**src/rtl/upstream_pkg.sv**
```systemverilog
// Shared widths, FSM encoding and arithmetic helpers for the upstream order processor.
package upstream_pkg;

    localparam int CLIENT_W  = 5;
    localparam int AMOUNT_W  = 16;
    localparam int MAX_W     = 32;
    localparam int N_CLIENTS = 1 << CLIENT_W;

    typedef enum logic [1:0] {IDLE, READ, CHECK, COMMIT} up_state_t;

    // Per-client totals clamp at all-ones instead of wrapping.
    function automatic logic [AMOUNT_W-1:0] sat16(input logic [AMOUNT_W-1:0] a,
                                                  input logic [AMOUNT_W-1:0] b);
        logic [AMOUNT_W:0] s;
        s = {1'b0, a} + {1'b0, b};
        return s[AMOUNT_W] ? {AMOUNT_W{1'b1}} : s[AMOUNT_W-1:0];
    endfunction

endpackage

```
**src/rtl/upstream_order_processor_if.sv**
```systemverilog
// Upstream order bus: front end (master) drives requests, order processor (slave) responds.
interface upstream_order_processor_if;
    import upstream_pkg::*;

    logic                new_order;
    logic                new_max;
    logic [CLIENT_W-1:0] client_id;
    logic [AMOUNT_W-1:0] amount;
    logic [AMOUNT_W-1:0] accumulated_orders;
    logic [MAX_W-1:0]    max_to_trade;
    logic                thenewmax;
    logic                order_accepted;
    logic                order_rejected;
    logic                busy;

    modport master (
        output new_order, new_max, client_id, amount,
        input  accumulated_orders, max_to_trade, thenewmax, order_accepted, order_rejected, busy
    );

    modport slave (
        input  new_order, new_max, client_id, amount,
        output accumulated_orders, max_to_trade, thenewmax, order_accepted, order_rejected, busy
    );

endinterface

```
**src/rtl/upstream_order_processor_rise_detect.sv**
```systemverilog
// Single-bit 0->1 detector: registered history, combinational one-cycle pulse.
module rise_detect (
    input  logic clk,
    input  logic rst_n,
    input  logic d,
    output logic rise
);

    logic hist_q;

    // History clears to 0, so a level already high at reset release counts as an edge.
    always_ff @(posedge clk or negedge rst_n) begin
        if (!rst_n) hist_q <= 1'b0;
        else        hist_q <= d;
    end

    assign rise = d & ~hist_q;

endmodule

```
**src/rtl/upstream_order_processor.sv**
```systemverilog
// Order responder: per-client running totals, global traded total gated by a trading cap,
// with a one-deep pending slot for orders arriving while the FSM is busy.
module upstream_order_processor
    import upstream_pkg::*;
#(
    parameter int          MAX_SHIFT = 8,
    parameter logic [31:0] RESET_MAX = 32'h0000FFFF
) (
    input  logic clk,
    input  logic rst_n,
    upstream_order_processor_if.slave up
);

    logic order_rise, max_rise;

    rise_detect u_order_rise (.clk(clk), .rst_n(rst_n), .d(up.new_order), .rise(order_rise));
    rise_detect u_max_rise   (.clk(clk), .rst_n(rst_n), .d(up.new_max),   .rise(max_rise));

    up_state_t           state_q, state_d;
    logic                pend_q, pend_d;
    logic [CLIENT_W-1:0] pend_id_q, pend_id_d, cur_id_q, cur_id_d;
    logic [AMOUNT_W-1:0] pend_amt_q, pend_amt_d, cur_amt_q, cur_amt_d;
    logic [AMOUNT_W-1:0] acc_q, acc_d, acc_out_q, acc_out_d;
    logic                ok_q, ok_d;
    logic [MAX_W-1:0]    total_q, total_d, max_q, max_d;
    logic                newmax_q, newmax_d, accepted_q, accepted_d, rejected_q, rejected_d;
    logic [AMOUNT_W-1:0] tbl_q [N_CLIENTS];
    logic                wr_en;
    logic [AMOUNT_W-1:0] wr_data;
    logic [MAX_W:0]      sum_chk;
    logic [MAX_W-1:0]    cap_val;

    // One extra bit so the cap comparison never wraps.
    assign sum_chk = {1'b0, total_q} + {{(MAX_W+1-AMOUNT_W){1'b0}}, cur_amt_q};
    assign cap_val = {{(MAX_W-AMOUNT_W){1'b0}}, up.amount} << MAX_SHIFT;

    always_ff @(posedge clk or negedge rst_n) begin
        if (!rst_n) state_q <= IDLE;
        else        state_q <= state_d;
    end

    always_comb begin
        state_d = state_q;
        case (state_q)
            IDLE:    if (order_rise || pend_q) state_d = READ;
            READ:    state_d = CHECK;
            CHECK:   state_d = COMMIT;
            COMMIT:  state_d = IDLE;
            default: state_d = IDLE;
        endcase
    end

    always_comb begin
        pend_d     = pend_q;
        pend_id_d  = pend_id_q;
        pend_amt_d = pend_amt_q;
        cur_id_d   = cur_id_q;
        cur_amt_d  = cur_amt_q;
        acc_d      = acc_q;
        acc_out_d  = acc_out_q;
        ok_d       = ok_q;
        total_d    = total_q;
        max_d      = max_q;
        newmax_d   = 1'b0;
        accepted_d = 1'b0;
        rejected_d = 1'b0;
        wr_en      = 1'b0;
        wr_data    = sat16(acc_q, cur_amt_q);

        if (max_rise) begin
            max_d    = cap_val;
            newmax_d = 1'b1;
        end

        // The working order register must stay stable until COMMIT, so late edges park in pend.
        if (order_rise) begin
            if (state_q == IDLE) begin
                cur_id_d  = up.client_id;
                cur_amt_d = up.amount;
                pend_d    = 1'b0;
            end else begin
                pend_d     = 1'b1;
                pend_id_d  = up.client_id;
                pend_amt_d = up.amount;
            end
        end else if (state_q == IDLE && pend_q) begin
            cur_id_d  = pend_id_q;
            cur_amt_d = pend_amt_q;
            pend_d    = 1'b0;
        end

        case (state_q)
            READ:  acc_d = tbl_q[cur_id_q];
            CHECK: ok_d  = sum_chk <= {1'b0, max_q};
            COMMIT: begin
                if (ok_q) begin
                    total_d    = sum_chk[MAX_W] ? {MAX_W{1'b1}} : sum_chk[MAX_W-1:0];
                    wr_en      = 1'b1;
                    acc_out_d  = wr_data;
                    accepted_d = 1'b1;
                end else begin
                    acc_out_d  = acc_q;
                    rejected_d = 1'b1;
                end
            end
            default: ;
        endcase
    end

    always_ff @(posedge clk or negedge rst_n) begin
        if (!rst_n) begin
            pend_q     <= 1'b0;
            pend_id_q  <= '0;
            pend_amt_q <= '0;
            cur_id_q   <= '0;
            cur_amt_q  <= '0;
            acc_q      <= '0;
            acc_out_q  <= '0;
            ok_q       <= 1'b0;
            total_q    <= '0;
            max_q      <= RESET_MAX;
            newmax_q   <= 1'b0;
            accepted_q <= 1'b0;
            rejected_q <= 1'b0;
            for (int i = 0; i < N_CLIENTS; i++) tbl_q[i] <= '0;
        end else begin
            pend_q     <= pend_d;
            pend_id_q  <= pend_id_d;
            pend_amt_q <= pend_amt_d;
            cur_id_q   <= cur_id_d;
            cur_amt_q  <= cur_amt_d;
            acc_q      <= acc_d;
            acc_out_q  <= acc_out_d;
            ok_q       <= ok_d;
            total_q    <= total_d;
            max_q      <= max_d;
            newmax_q   <= newmax_d;
            accepted_q <= accepted_d;
            rejected_q <= rejected_d;
            if (wr_en) tbl_q[cur_id_q] <= wr_data;
        end
    end

    assign up.accumulated_orders = acc_out_q;
    assign up.max_to_trade       = max_q;
    assign up.thenewmax          = newmax_q;
    assign up.order_accepted     = accepted_q;
    assign up.order_rejected     = rejected_q;
    assign up.busy               = (state_q != IDLE) | pend_q;

endmodule

```
**src/flat_wrapper.sv**
```systemverilog
// flat-port wrapper written by rule: the top's interface ports become plain ports
module upstream_order_processor_flat import upstream_pkg::*;
#(
    parameter int          MAX_SHIFT = 8,
    parameter logic [31:0] RESET_MAX = 32'h0000FFFF
)
  (clk, rst_n, up_new_order, up_new_max, up_client_id, up_amount, up_accumulated_orders, up_max_to_trade, up_thenewmax, up_order_accepted, up_order_rejected, up_busy);
  upstream_order_processor_if up_i ();
  input  logic clk;
  input  logic rst_n;
  input wire logic [$bits(up_i.new_order)-1:0] up_new_order;
  input wire logic [$bits(up_i.new_max)-1:0] up_new_max;
  input wire logic [$bits(up_i.client_id)-1:0] up_client_id;
  input wire logic [$bits(up_i.amount)-1:0] up_amount;
  output wire logic [$bits(up_i.accumulated_orders)-1:0] up_accumulated_orders;
  output wire logic [$bits(up_i.max_to_trade)-1:0] up_max_to_trade;
  output wire logic [$bits(up_i.thenewmax)-1:0] up_thenewmax;
  output wire logic [$bits(up_i.order_accepted)-1:0] up_order_accepted;
  output wire logic [$bits(up_i.order_rejected)-1:0] up_order_rejected;
  output wire logic [$bits(up_i.busy)-1:0] up_busy;
  assign up_i.new_order = up_new_order;
  assign up_i.new_max = up_new_max;
  assign up_i.client_id = up_client_id;
  assign up_i.amount = up_amount;
  assign up_accumulated_orders = up_i.accumulated_orders;
  assign up_max_to_trade = up_i.max_to_trade;
  assign up_thenewmax = up_i.thenewmax;
  assign up_order_accepted = up_i.order_accepted;
  assign up_order_rejected = up_i.order_rejected;
  assign up_busy = up_i.busy;
  upstream_order_processor #(.MAX_SHIFT(MAX_SHIFT), .RESET_MAX(RESET_MAX)) u_core (.clk(clk), .rst_n(rst_n), .up(up_i));
endmodule
```
**config.mk**
```make
export PLATFORM = sky130hd
export DESIGN_NAME = upstream_order_processor_flat
export DESIGN_NICKNAME = d
export VERILOG_FILES = /design/src/rtl/upstream_pkg.sv /design/src/rtl/upstream_order_processor_if.sv /design/src/rtl/upstream_order_processor_rise_detect.sv /design/src/rtl/upstream_order_processor.sv /design/src/flat_wrapper.sv
export SDC_FILE = /design/constraint.sdc
export NUM_CORES = 1
export LEC_CHECK = 0
export CAP_MARGIN = 10
export CORE_ASPECT_RATIO = 1.75
export CORE_MARGIN = 2
export CORE_UTILIZATION = 50
export DETAILED_ROUTE_END_ITERATION = 10
export PLACE_DENSITY = 0.78
export SLEW_MARGIN = 25
export SYNTH_ARGS = -nofsm -noshare
export SYNTH_HDL_FRONTEND = slang
export SYNTH_SLANG_ARGS = --single-unit
```
**constraint.sdc**
```tcl
create_clock -name clk -period 4.4 [get_ports clk]
set_input_delay 0.66 -clock clk [delete_from_list [all_inputs] [get_ports clk]]
set_output_delay 0.66 -clock clk [all_outputs]
set_load 0.05 [all_outputs]
```
Word-level counts from Yosys, hierarchy flattened. Index checks and enable logic that the tools add are counted.

Muxes and demuxes: 25. Shift-type cells: 0. Eq/ne operators: 5. $lt $le $gt $ge: 3. Div/mod/pow operators: 0. $mul: 0. Add/subtract/negate cells: 2. Reductions and logical operators: 9. Bitwise operators: 7.

Operator list (number): bitwise mux 512 bit (1); two-way mux 16 bit (8); binary-select mux 16 bit (select 5 bit) (1); demux 16 bit (select 5 bit) (1); adder 32 x 16 -> 33 bit (1); less-or-equal comparator 33 x 24 -> 1 bit (1); two-way mux 32 bit (1); adder 16 x 16 -> 17 bit (1); two-way mux 5 bit (3); two-way mux 1 bit (8); case mux 2 bit (4 select lines) (1); >= comparator 6 bit (second input constant) (1); < comparator 6 x 1 -> 1 bit (second input constant) (1); NOT 5 -> 6 bit (1); AND reduction 2 bit (3); equality test 2 bit (second input constant) (2); nonzero test 2 bit (2); NOT 1 bit (3); bitwise AND 1 bit (2); equality test 2 x 1 -> 1 bit (second input constant) (1); logical AND 1 bit (2); logical NOT 2 bit (1); two-way mux 2 bit (1); != test 2 x 1 -> 1 bit (second input constant) (1); other kinds (3) (3).

Word-level logic and storage cells: 99. Bits in latches: 0. Bits in writable memories: 0. Flip-flop bits (word level): 651. Memories kept: 0. Bits in read-only memories: 0. Output and inout bits: 52.

Logic depth before layout (Yosys ltp).
Depth in word-level cells: 6. Gate-level depth with buffers: 19.

By module. A second synthesis with hierarchy kept.

Cell total of the unflattened synthesis: 2873. Area, all modules: 30166.4 sq um.

By module, submodules not included: upstream_order_processor (cells each 2869, area each 30088.9 sq um, times used 1, sequential area each 16076.7 sq um); rise_detect (cells each 2, area each 38.8 sq um, times used 2, sequential area each 25.0 sq um).

Worst setup path after synthesis. No wires, ideal clock.

Kind: register to register. Start: register u_core.cur_amt_q[0]. End: register u_core.ok_q. Path buffers: 0. Library setup time: 0.095 ns. Arrival: 3.562 ns. Setup slack: 0.743 ns. Required time: 4.305 ns. Stages on the path, launching flop included: 20. Cell sequence: dfrtp_1 ha_1 inv_1 fa_1 and2b_1 o2111ai_1 a31oi_1 o21ai_1 a21bo_2 nand2_1 nand3_1 xnor2_1 ha_1 a21o_1 a21o_1 a21oi_1 a31oi_1 o21ai_0 nand4_1 o31ai_1.

Word-level cells in the longest chain between the ends: 2.

RTL lines: start: declaration (RTL line upstream_order_processor.sv:22) `logic [AMOUNT_W-1:0] pend_amt_q, pend_amt_d, cur_amt_q, cur_amt_d;`; start signal: assignment (RTL line upstream_order_processor.sv:131) `cur_amt_q <= cur_amt_d;`; adder 32 x 16 -> 33 bit (RTL line upstream_order_processor.sv:34) `assign sum_chk = {1'b0, total_q} + {{(MAX_W+1-AMOUNT_W){1'b0}}, cur_amt_q};`; less-or-equal comparator 33 x 24 -> 1 bit (RTL line upstream_order_processor.sv:94) `CHECK: ok_d = sum_chk <= {1'b0, max_q};`; end signal: assignment (RTL line upstream_order_processor.sv:134) `ok_q <= ok_d;`; end: declaration (RTL line upstream_order_processor.sv:24) `logic ok_q, ok_d;`.

Every way passes these cells. A chain may end at the register's enable or synchronous reset.

Final worst setup path. Same ends and word-level chain as after synthesis.

==> metrics.cfg <==
[run_status]
outcome=complete, no violations

[placed_design]
dp_cells=3605
post-dp-hpwl_um=59400
port_buffers=68
gp_congestion=0.915

[clock_tree]
clkTransAtPathRegs_ps=70
clockBufferDepth=3
cts-root-buf=clkbuf_16
cts_tree=built
clk_latency_ps=620
cts.sinks=644
cts_buffers=55
ctsHtreeMaxLevel=2

[finish]
syn2layout_area_growth_pct=11.5
n_antenna_cell=0
stdcell_count=3710
fillerInstances=4836
post_route_cells_drive_above_1_share_pct=14.1
multi_input_area_sq_um=13000
fin_nets=2964
seqCellArea_sq_um=16100

[routing]
vias_per_cell=6.17
drcViolationCount=0
dr.first_iter.drc_count=1908
drt-total-wl_um=86000
dr.pass1.iters=9
vias=22894
wl_per_cell_um=23.2
final_antenna_net_count=0

[job]
maxCapViolations=0

[grt]
first_global_vias=23889
grt_usage_pct=28.1
grt_pass1_wl_um=134000
grt_max_degree=103
antenna_found_initial=0
overflow=0

[worst_setup_path]
required_ps=4900
crit_path_end_kind=flop
crit_type=reg2reg
crit_path_start_kind=flop
arrival_ps=4610
crit_fanout=4

[floorplan]
ioPinCount=77
die-area_sq_um=62400
dieWidth_um=190
die_h_um=329
coreArea_sq_um=60000
rows=119
initial_core_util_pct=50.3

[sta]
maxSlewHeadroom_pct=28.3
finalSetupViolations=0
tightest_slew_ps=1050
fin_worst_skew_ps=28.3
slew_viol_final=0
hold_violations=0
fmax_mhz=243
fin_crit_ps=4110
finalCritPeriodShare_pct=93.4

[yosys]
yosys.cell_types.count=72
synthArstFlopShare_pct=100
yosysWarnings=0
synth_ff_type=dfrtp_1
synth_area_per_cell_sq_um=10.4
synthesis.area_sq_um=30200
synth_edf_count=0
ys_seq_area_share_pct=53.4
ys_ff_latch=644
synthCells=2900

[pwr]
total_power_mw=27.7
powerDensity_nw_per_um2=823
ir_drop_mv=0.599
power.leakage_nw=15.1

[min_path]
hold_class=in2async

==> state kept, by name, summed over array words and instances, names as in the netlist <==
register	count
u_core.up.order_accepted	1
u_core.up.thenewmax	1
u_core.u_order_rise.hist_q	1
u_core.up.order_rejected	1
u_core.up.accumulated_orders	16
u_core.ok_q	1
u_core.u_max_rise.hist_q	1
u_core.total_q	32
u_core.up.max_to_trade	17
u_core.pend_q	1
u_core.cur_id_q	5
u_core.acc_q	16
u_core.state_q	2
u_core.pend_id_q	5
u_core.tbl_q	512
u_core.cur_amt_q	16
u_core.pend_amt_q	16
==> through the flow <==
| step | setup TNS (ps) | hold slack (ps) | area, sq um | setup WS (ps) | util (%) |
|---|---|---|---|---|---|
| 6_report | 0 | 65.0 | 33700 | 292 | 56.1 |
| 5_1_grt | -16.2 | 128 | 33700 | -16.2 | 56.1 |
| 4_1_cts | 0 | 130 | 33600 | 83.3 | 56.0 |
| 3_3_place_gp | 0 | 456 | 31700 | 119 | 52.9 |
| 3_5_place_dp | 0 | 468 | 31700 | 135 | 52.9 |
| 2_1_floorplan | 0 | 364 | 30200 | 743 | - |
==> cell usage in the layout (no fill, tap or decap), drive strengths merged, types with 5 or more instances in the layout <==
| master | Yosys | routed |
|---|---|---|
| dfrtp | 635 | 635 |
| nor2 | 480 | 480 |
| a21oi | 435 | 435 |
| nand2 | 227 | 227 |
| o21ai | 226 | 226 |
| mux4 | 128 | 128 |
| buf | 90 | 95 |
| clkbuf | 159 | 80 |
| clkdlybuf4s50 | 0 | 67 |
| ha | 60 | 60 |
| inv | 47 | 50 |
| a31oi | 48 | 48 |
| mux2i | 43 | 43 |
| mux2 | 32 | 32 |
| xnor2 | 26 | 26 |
| nand3 | 24 | 24 |
| nor2b | 20 | 20 |
| clkinv | 1 | 14 |
| nor3 | 14 | 14 |
| o21a | 13 | 13 |
| a21o | 12 | 12 |
| nand4 | 12 | 12 |
| and2 | 10 | 10 |
| a221oi | 10 | 10 |
| nand2b | 10 | 10 |
| or3 | 9 | 9 |
| a41oi | 9 | 9 |
| o22a | 9 | 9 |
| a22o | 9 | 9 |
| dfstp | 9 | 9 |
| and3 | 8 | 8 |
| conb | 1 | 8 |
| a211oi | 7 | 7 |
| xor2 | 7 | 7 |
| bufinv | 0 | 7 |
| o211ai | 6 | 6 |
| o22ai | 5 | 5 |
==> final cells by class <==
class	count	share of cell area, %
clock inverter	24	0.970
sequential	644	47.9
clock buffer	80	4.70
inverter	48	0.535
timing repair buffer	162	4.43
multi-input combinational	1966	38.5
tap	786	2.92
==> cells by family (layout without fill, tap and decap cells) <==
family | Yosys count | after routing | synth area share [%]
xor+xnor | 33 | 33 | 0.958
flops | 644 | 644 | 53.4
fa+ha+maj | 62 | 62 | 2.62
other cells | 1 | 8 | 0.0124
simple gates | 835 | 835 | 11.5
mux | 203 | 203 | 12.2
compound gates | 825 | 825 | 15.1
buf+inv | 297 | 314 | 4.20
==> worst max-delay path, stage by stage (launching register included) <==
cell and delay (ps):
dfrtp_1 360, ha_1 170, inv_1 60, fa_1 400, and2b_1 240, o2111ai_1 140
a31oi_1 200, buf_4 180, o21ai_2 90, a21bo_2 250, nand2_1 110, nand3_1 100
xnor2_1 160, ha_1 310, a21o_1 160, a21o_1 170, a21oi_1 190, a31oi_1 130
o21ai_1 170, nand4_1 140, o31ai_2 260
==> cell usage after synthesis (4+ instances only) <==
master	number	share of area (%)
a31oi_1	48	0.99
o21ai_0	220	3.6
xnor2_1	26	0.75
a221oi_1	10	0.29
dfrtp_1	635	53
nand3_1	24	0.40
buf_1	8	0.099
o21bai_1	4	0.099
or3_1	9	0.19
mux4_2	128	9.6
a21o_1	12	0.30
o22a_1	9	0.26
ha_1	60	2.5
nand2_1	227	2.8
xor2_1	7	0.20
nor2_1	475	5.9
or2_2	4	0.083
nand2b_1	10	0.21
a21oi_1	434	7.2
buf_4	18	0.45
clkbuf_1	159	2.0
o21a_1	13	0.32
nor3b_1	4	0.099
nand3b_1	4	0.099
mux2_2	32	1.2
buf_2	63	1.0
dfstp_2	9	0.78
a211oi_1	7	0.17
mux2i_1	43	1.4
o211ai_1	6	0.15
inv_1	47	0.58
and2_1	9	0.19
and3_1	8	0.17
o21ai_1	6	0.099
a41oi_1	9	0.26
nor2_4	4	0.15
nor2b_1	20	0.41
nand4_1	12	0.25
a22o_1	9	0.26
nor3_1	14	0.23
a22oi_1	4	0.099
o22ai_1	5	0.10
==> path summary, 6_finish.rpt <==
path	startpoint	endpoint	slack [ps]	depth (start not counted)
min in group clk	u_core.tbl_q[438]	u_core.tbl_q[438]	480	2
min	rst_n	u_core.pend_q	70	1
max in group asynchronous	rst_n	u_core.tbl_q[59]	3230	2
min reg2reg	u_core.tbl_q[438]	u_core.tbl_q[438]	480	2
max	u_core.cur_amt_q[0]	u_core.ok_q	290	20
max reg2reg	u_core.cur_amt_q[0]	u_core.ok_q	290	20
==> report_power, final <==
part           leakage [nW]  internal (mW)  switching, mW
Combinational          5.54           4.65           8.51
Sequential             8.60           7.89           1.47
Clock                 0.941           2.92           2.24
==> timing repair <==
item                       in CTS  in global routing
setup buffers                   0                  1
resized for setup               0                  4
hold buffers                    0                  0
setup endpoints to repair       0                  1
==> metal layers <==
metal  routed length, um  global-route usage [%]  vias up
met5                   0                       0        -
met3                5300                    4.13      319
met1               28300                    29.6    11428
li1                    -                       -    10097
met2               44900                    50.4     1050
met4                7440                    21.3        0
Note: power is estimated with default switching activity, not from simulation.
